`config.mk`:
```
export PLATFORM = sky130hd
export DESIGN_NAME = snake_matrix_scan_flat
export DESIGN_NICKNAME = d
export VERILOG_FILES = /design/src/rtl/snake_matrix_scan_if.sv /design/src/rtl/snake_matrix_scan.sv /design/src/flat_wrapper.sv
export SDC_FILE = /design/constraint.sdc
export NUM_CORES = 1
export LEC_CHECK = 0
export ABC_AREA = 1
export CAP_MARGIN = 0
export CORE_MARGIN = 5
export CORE_UTILIZATION = 50
export DETAILED_ROUTE_END_ITERATION = 8
export PLACE_DENSITY = 0.86
export SYNTH_ARGS = -nofsm -noshare
export SYNTH_HDL_FRONTEND = slang
export SYNTH_SLANG_ARGS = --single-unit
```
`constraint.sdc`:
```
create_clock -name Clk -period 2.7 [get_ports Clk]
set_input_delay 0.27 -clock Clk [delete_from_list [all_inputs] [get_ports Clk]]
set_output_delay 0.27 -clock Clk [all_outputs]
set_load 0.1 [all_outputs]
```
`src/rtl/snake_matrix_scan_if.sv`:
```
// Game-state bus from the snake core and drive bus to the 16x16 LED matrix.
interface snake_matrix_scan_if;
    logic [127:0] Locations_Flat;
    logic [3:0]   Length;
    logic [7:0]   Food;
    logic         Blank;
    logic [15:0]  Row_Sel;
    logic [15:0]  Col_Head;
    logic [15:0]  Col_Body;
    logic [15:0]  Col_Food;
    logic         Frame_Start;

    // Master: game core / stimulus side
    modport master (
        output Locations_Flat, Length, Food, Blank,
        input  Row_Sel, Col_Head, Col_Body, Col_Food, Frame_Start
    );

    // Slave: the matrix scanner
    modport slave (
        input  Locations_Flat, Length, Food, Blank,
        output Row_Sel, Col_Head, Col_Body, Col_Food, Frame_Start
    );
endinterface

```
`src/rtl/snake_matrix_scan.sv`:
```
// Row-multiplexed 16x16 LED matrix scanner for the snake game core.
// Snapshots game state once per frame, builds per-row column bitmaps by
// walking the 16 segment slots, then holds each row lit for DWELL cycles.
module snake_matrix_scan #(
    parameter int unsigned DWELL = 1024
) (
    input  logic                Clk,
    input  logic                Reset_n,
    snake_matrix_scan_if.slave  bus
);

    localparam int unsigned CNT_W = $clog2(DWELL + 1);

    typedef enum logic [1:0] {IDLE, SNAP, BUILD, SHOW} state_t;

    typedef struct packed {
        logic [3:0] row;
        logic [3:0] col;
    } cell_t;

    state_t             state_q, state_d;
    logic [3:0]         row_q, row_d;
    logic [3:0]         seg_q, seg_d;
    logic [CNT_W-1:0]   dwell_q, dwell_d;
    logic [127:0]       loc_q, loc_d;
    logic [3:0]         len_q, len_d;
    cell_t              food_q, food_d;
    logic [15:0]        head_bm_q, head_bm_d;
    logic [15:0]        body_bm_q, body_bm_d;
    logic [15:0]        food_bm_q, food_bm_d;
    logic [15:0]        row_sel_q, row_sel_d;
    logic [15:0]        col_head_q, col_head_d;
    logic [15:0]        col_body_q, col_body_d;
    logic [15:0]        col_food_q, col_food_d;
    logic               frame_start_q, frame_start_d;
    cell_t              slot;
    logic               drive_row;

    // Next-state, snapshot, bitmap build and output-register input logic
    always_comb begin
        state_d       = state_q;
        row_d         = row_q;
        seg_d         = seg_q;
        dwell_d       = dwell_q;
        loc_d         = loc_q;
        len_d         = len_q;
        food_d        = food_q;
        head_bm_d     = head_bm_q;
        body_bm_d     = body_bm_q;
        food_bm_d     = food_bm_q;
        frame_start_d = 1'b0;
        row_sel_d     = '0;
        col_head_d    = '0;
        col_body_d    = '0;
        col_food_d    = '0;
        drive_row     = 1'b0;
        // Slot seg lives at bits [127-8*seg -: 8]
        slot          = cell_t'(loc_q[{4'd15 - seg_q, 3'b000} +: 8]);

        unique case (state_q)
            IDLE: begin
                state_d       = SNAP;
                frame_start_d = 1'b1;
            end
            SNAP: begin
                loc_d     = bus.Locations_Flat;
                len_d     = bus.Length;
                food_d    = cell_t'(bus.Food);
                row_d     = '0;
                seg_d     = '0;
                dwell_d   = '0;
                head_bm_d = '0;
                body_bm_d = '0;
                food_bm_d = '0;
                state_d   = BUILD;
            end
            BUILD: begin
                if ((seg_q <= len_q) && (slot.row == row_q)) begin
                    if (seg_q == 4'd0) head_bm_d[slot.col] = 1'b1;
                    else               body_bm_d[slot.col] = 1'b1;
                end
                if ((seg_q == 4'd0) && (food_q.row == row_q)) begin
                    food_bm_d[food_q.col] = 1'b1;
                end
                seg_d = seg_q + 4'd1;
                if (seg_q == 4'd15) begin
                    state_d   = SHOW;
                    dwell_d   = '0;
                    drive_row = 1'b1;
                end
            end
            SHOW: begin
                if (dwell_q == CNT_W'(DWELL - 1)) begin
                    head_bm_d = '0;
                    body_bm_d = '0;
                    food_bm_d = '0;
                    dwell_d   = '0;
                    seg_d     = '0;
                    if (row_q == 4'd15) begin
                        state_d       = SNAP;
                        frame_start_d = 1'b1;
                    end else begin
                        row_d   = row_q + 4'd1;
                        state_d = BUILD;
                    end
                end else begin
                    dwell_d   = dwell_q + CNT_W'(1);
                    drive_row = 1'b1;
                end
            end
            default: state_d = IDLE;
        endcase

        // Blank only masks the drive; scanning carries on underneath
        if (drive_row && !bus.Blank) begin
            row_sel_d  = 16'd1 << row_q;
            col_head_d = head_bm_d;
            col_body_d = body_bm_d;
            col_food_d = food_bm_d;
        end
    end

    // State, counters, snapshot and output registers
    always_ff @(posedge Clk or negedge Reset_n) begin
        if (!Reset_n) begin
            state_q       <= IDLE;
            row_q         <= '0;
            seg_q         <= '0;
            dwell_q       <= '0;
            loc_q         <= '0;
            len_q         <= '0;
            food_q        <= '0;
            head_bm_q     <= '0;
            body_bm_q     <= '0;
            food_bm_q     <= '0;
            row_sel_q     <= '0;
            col_head_q    <= '0;
            col_body_q    <= '0;
            col_food_q    <= '0;
            frame_start_q <= 1'b0;
        end else begin
            state_q       <= state_d;
            row_q         <= row_d;
            seg_q         <= seg_d;
            dwell_q       <= dwell_d;
            loc_q         <= loc_d;
            len_q         <= len_d;
            food_q        <= food_d;
            head_bm_q     <= head_bm_d;
            body_bm_q     <= body_bm_d;
            food_bm_q     <= food_bm_d;
            row_sel_q     <= row_sel_d;
            col_head_q    <= col_head_d;
            col_body_q    <= col_body_d;
            col_food_q    <= col_food_d;
            frame_start_q <= frame_start_d;
        end
    end

    assign bus.Row_Sel     = row_sel_q;
    assign bus.Col_Head    = col_head_q;
    assign bus.Col_Body    = col_body_q;
    assign bus.Col_Food    = col_food_q;
    assign bus.Frame_Start = frame_start_q;

endmodule

```
`src/flat_wrapper.sv`:
```
// flat-port wrapper written by rule: the top's interface ports become plain ports
module snake_matrix_scan_flat 
#(
    parameter int unsigned DWELL = 1024
)
  (Clk, Reset_n, bus_Locations_Flat, bus_Length, bus_Food, bus_Blank, bus_Row_Sel, bus_Col_Head, bus_Col_Body, bus_Col_Food, bus_Frame_Start);
  snake_matrix_scan_if bus_i ();
  input  logic Clk;
  input  logic Reset_n;
  input wire logic [$bits(bus_i.Locations_Flat)-1:0] bus_Locations_Flat;
  input wire logic [$bits(bus_i.Length)-1:0] bus_Length;
  input wire logic [$bits(bus_i.Food)-1:0] bus_Food;
  input wire logic [$bits(bus_i.Blank)-1:0] bus_Blank;
  output wire logic [$bits(bus_i.Row_Sel)-1:0] bus_Row_Sel;
  output wire logic [$bits(bus_i.Col_Head)-1:0] bus_Col_Head;
  output wire logic [$bits(bus_i.Col_Body)-1:0] bus_Col_Body;
  output wire logic [$bits(bus_i.Col_Food)-1:0] bus_Col_Food;
  output wire logic [$bits(bus_i.Frame_Start)-1:0] bus_Frame_Start;
  assign bus_i.Locations_Flat = bus_Locations_Flat;
  assign bus_i.Length = bus_Length;
  assign bus_i.Food = bus_Food;
  assign bus_i.Blank = bus_Blank;
  assign bus_Row_Sel = bus_i.Row_Sel;
  assign bus_Col_Head = bus_i.Col_Head;
  assign bus_Col_Body = bus_i.Col_Body;
  assign bus_Col_Food = bus_i.Col_Food;
  assign bus_Frame_Start = bus_i.Frame_Start;
  snake_matrix_scan #(.DWELL(DWELL)) u_core (.Clk(Clk), .Reset_n(Reset_n), .bus(bus_i));
endmodule
```
==> out/qor.yml <==
floorplan:
  io_pins: 208
  num_rows: 57
  start_util_pct: 50.8
  die_x_um: 167
  design.die.area_mm2: 0.0279
  die_y_um: 167
  core_area_mm2: 0.0243
critical_path:
  path_cells: "inv_2 > ha_1 > nand2_1 > inv_1 > nand3_1 > nor4_4 > nand4_1 > a21oi_1 > and2_1"
  end_kind: "register"
  path_buf_inv: 2
  crit_arrival_ps: 2880
  crit_slowest_cell: "inv_2"
  cpPeakStageDelay_ps: 490
  path_class: "register to register"
  cp-start-kind: "register"
  critPathMaxFanout: 33
  critPathRequiredTime_ps: 3170
  path_delay_family: "simple AND/OR/NAND/NOR gates"
timing:
  tightest_slew_ps: 827
  whs_ps: 270
  period_needed_ps: 2410
  fin_setup_tns_ps: 0
  hold_viol: 0
  max_freq_mhz: 415
  min_period_over_period_pct: 89.3
  maxSlewHeadroom_pct: 44.8
  finalSetupViolCount: 0
  finalClockSkew_ps: 13.5
  rsz0062_at_grt: "false"
  drv_slew: 0
yosys:
  ys_dominant_reg_cell: "dfrtp_1"
  yosysTopAreaCellShare_pct: 55.5
  syn-mean-instance-area_um2: 8.23
  synth-seq-area-share_pct: 55.5
  ys_async_sr_fraction_pct: 100
  synthCells: 1500
  syn_nets: 1660
  ys_types: 33
  yosys-top-cells-count: "nand2_1 (463), dfrtp_1 (274), inv_1 (169), o21ai_0 (137), nand3_1 (123)"
  yosysWarnings: 0
  netlist_area_mm2: 0.0123
  ys_ff_latch: 274
  synth.largest_area_cell: "dfrtp_1"
  synth_edf_count: 0
  yosys-top-cells-area: "dfrtp_1 (56%), nand2_1 (14%), o21ai_0 (5.6%)"
  synth.most_common_cell: "nand2_1"
final_layout:
  diodes: 0
  drive_gt1_share_pct: 10.3
  nets: 1850
  areaGrowthSynthToFinish_pct: 26.1
drt:
  drc: 0
  first_pass_iters: 5
  drt_iter0_markers: 1020
  ant_nets: 0
  wire_per_inst_um: 16.0
  totalWireLength_um: 32700
  via_count: 10571
  vias_per_cell: 5.19
cts:
  cts_tree: "yes"
  clk_pin_slew_worst_paths_ps: 60
  cts_buffers: 29
  cts_root_buffer: "clkbuf_16"
  htree_levels: 1
  post_cts_buffers: 0
  cts_resized: 0
  cts_sinks: 274
  clk_path_buf_depth: 3
  insertion_delay_ps: 550
grt:
  antenna_found_initial: 1
  grt_pass1_vias: 10743
  grt_pass1_wl_um: 54400
  grt-ovfl-total: 0
  grt_usage_pct: 23.4
  grt_max_degree: 153
hold_path:
  hold_class: "primary input to register"
pwr:
  cellLeakagePower_uw: 0.00774
  ir_drop_mv: 0.446
  powerDensity_mw_per_mm2: 579
status:
  status: "completed"
flow_run:
  maxCapViolCount: 0
placed_design:
  hpwl_um: 22800
  place.gp.congestion: 0.907
  port_buffers: 207
[layer usage]
| metal | vias up | track usage, % | wire [um] |
|---|---|---|---|
| met5 | - | 0 | 7 |
| li1 | 5097 | - | - |
| met1 | 5033 | 32.2 | 13900 |
| met2 | 373 | 38.8 | 15800 |
| met4 | 2 | 5.83 | 891 |
| met3 | 66 | 4.31 | 2070 |
[cells by family after synthesis]
kind of cell    synth area share [%]
fa+ha+maj                       1.72
buf+inv                         8.80
xor+xnor                       0.284
compound gates                  9.14
simple gates                    24.5
flops                           55.5
[flip-flops by register name, summed over array words and instances (netlist names), 8 cells and up]
name	count
u_core.bus.Col_Food	16
u_core.head_bm_q	16
u_core.loc_q	128
u_core.food_bm_q	16
u_core.food_q	8
u_core.dwell_q	11
u_core.bus.Col_Head	16
u_core.bus.Col_Body	16
u_core.bus.Row_Sel	16
u_core.body_bm_q	16
[layout by cell type, fill, tap and decap left out, drive strengths merged]
master         synthesis  final
nor2                 102    102
nor3b                  4      4
o21ai                138    138
ha                    17     17
a21oi                 47     47
nand2                467    467
buf                   33     91
clkdlybuf4s50          0    141
dlygate4sd3            0      1
and3                   1      1
o22ai                  3      3
a41oi                  1      1
nand4                  7      7
xor2                   4      4
clkinvlp               0      1
a31oi                 12     12
clkbuf                41     40
clkinv                 3     11
and2                   3      3
inv                  185    186
o31ai                  1      1
bufinv                 0      3
nand3                123    123
dfrtp                274    274
o211ai                11     11
nor3                  21     21
a32o                   1      1
nor4                   1      1
[stage by stage]
stage | util (%) | area (um^2) | setup slack (ps) | instances | total power [uW]
finish | 64.0 | 15600 | 290 | 2036 | 9020
global route | 64.0 | 15600 | 23.5 | 2036 | 9360
CTS | 64.0 | 15600 | 285 | 2036 | 9100
detailed placement | 59.8 | 14600 | 287 | 1982 | 4980
global placement | 59.8 | 14600 | 353 | 1982 | 4960
floorplan | - | 12300 | 733 | 1500 | 4590
[final cells by class]
type	instances	area [um^2]
clock buffers	40	857
repair buffers	233	2170
inverters	188	708
clock inverters	13	150
flip-flops and latches	274	6860
multi-input cells	964	4420
well taps	324	405
fillers	1938	8750
[worst paths after layout]
kind / cells past startpoint / startpoint / slack, ps / end
max: 9 / u_core.seg_q[1] / 290 / u_core.bus.Col_Food[11]
min: 3 / bus_Locations_Flat[126] / 270 / u_core.loc_q[126]
max reg2reg: 9 / u_core.seg_q[1] / 290 / u_core.bus.Col_Food[11]
min reg2reg: 2 / u_core.loc_q[62] / 470 / u_core.loc_q[62]
max in group asynchronous: 3 / Reset_n / 1520 / u_core.loc_q[101]
min in group asynchronous: 2 / Reset_n / 310 / u_core.loc_q[37]
[report_power, final]
part | internal [uW] | switching [uW] | leakage, uW
registers | 4230 | 42.5 | 0.00346
clock network | 2490 | 1610 | 0.000503
logic | 284 | 359 | 0.00378
[worst register-to-register path: stages (launching register included)]
cell and delay [ps]:
dfrtp_1 400, inv_2 490, ha_1 260, nand2_1 130, inv_1 110, nand3_1 110, nor4_4 330, nand4_1 160
a21oi_1 190, and2_1 150
[timing repair]
item	4_1_cts	5_1_grt
endpoints found under the setup margin	0	0
hold endpoints to repair	78	0
hold buffers	1	0
(Power assumes the default switching activity.)
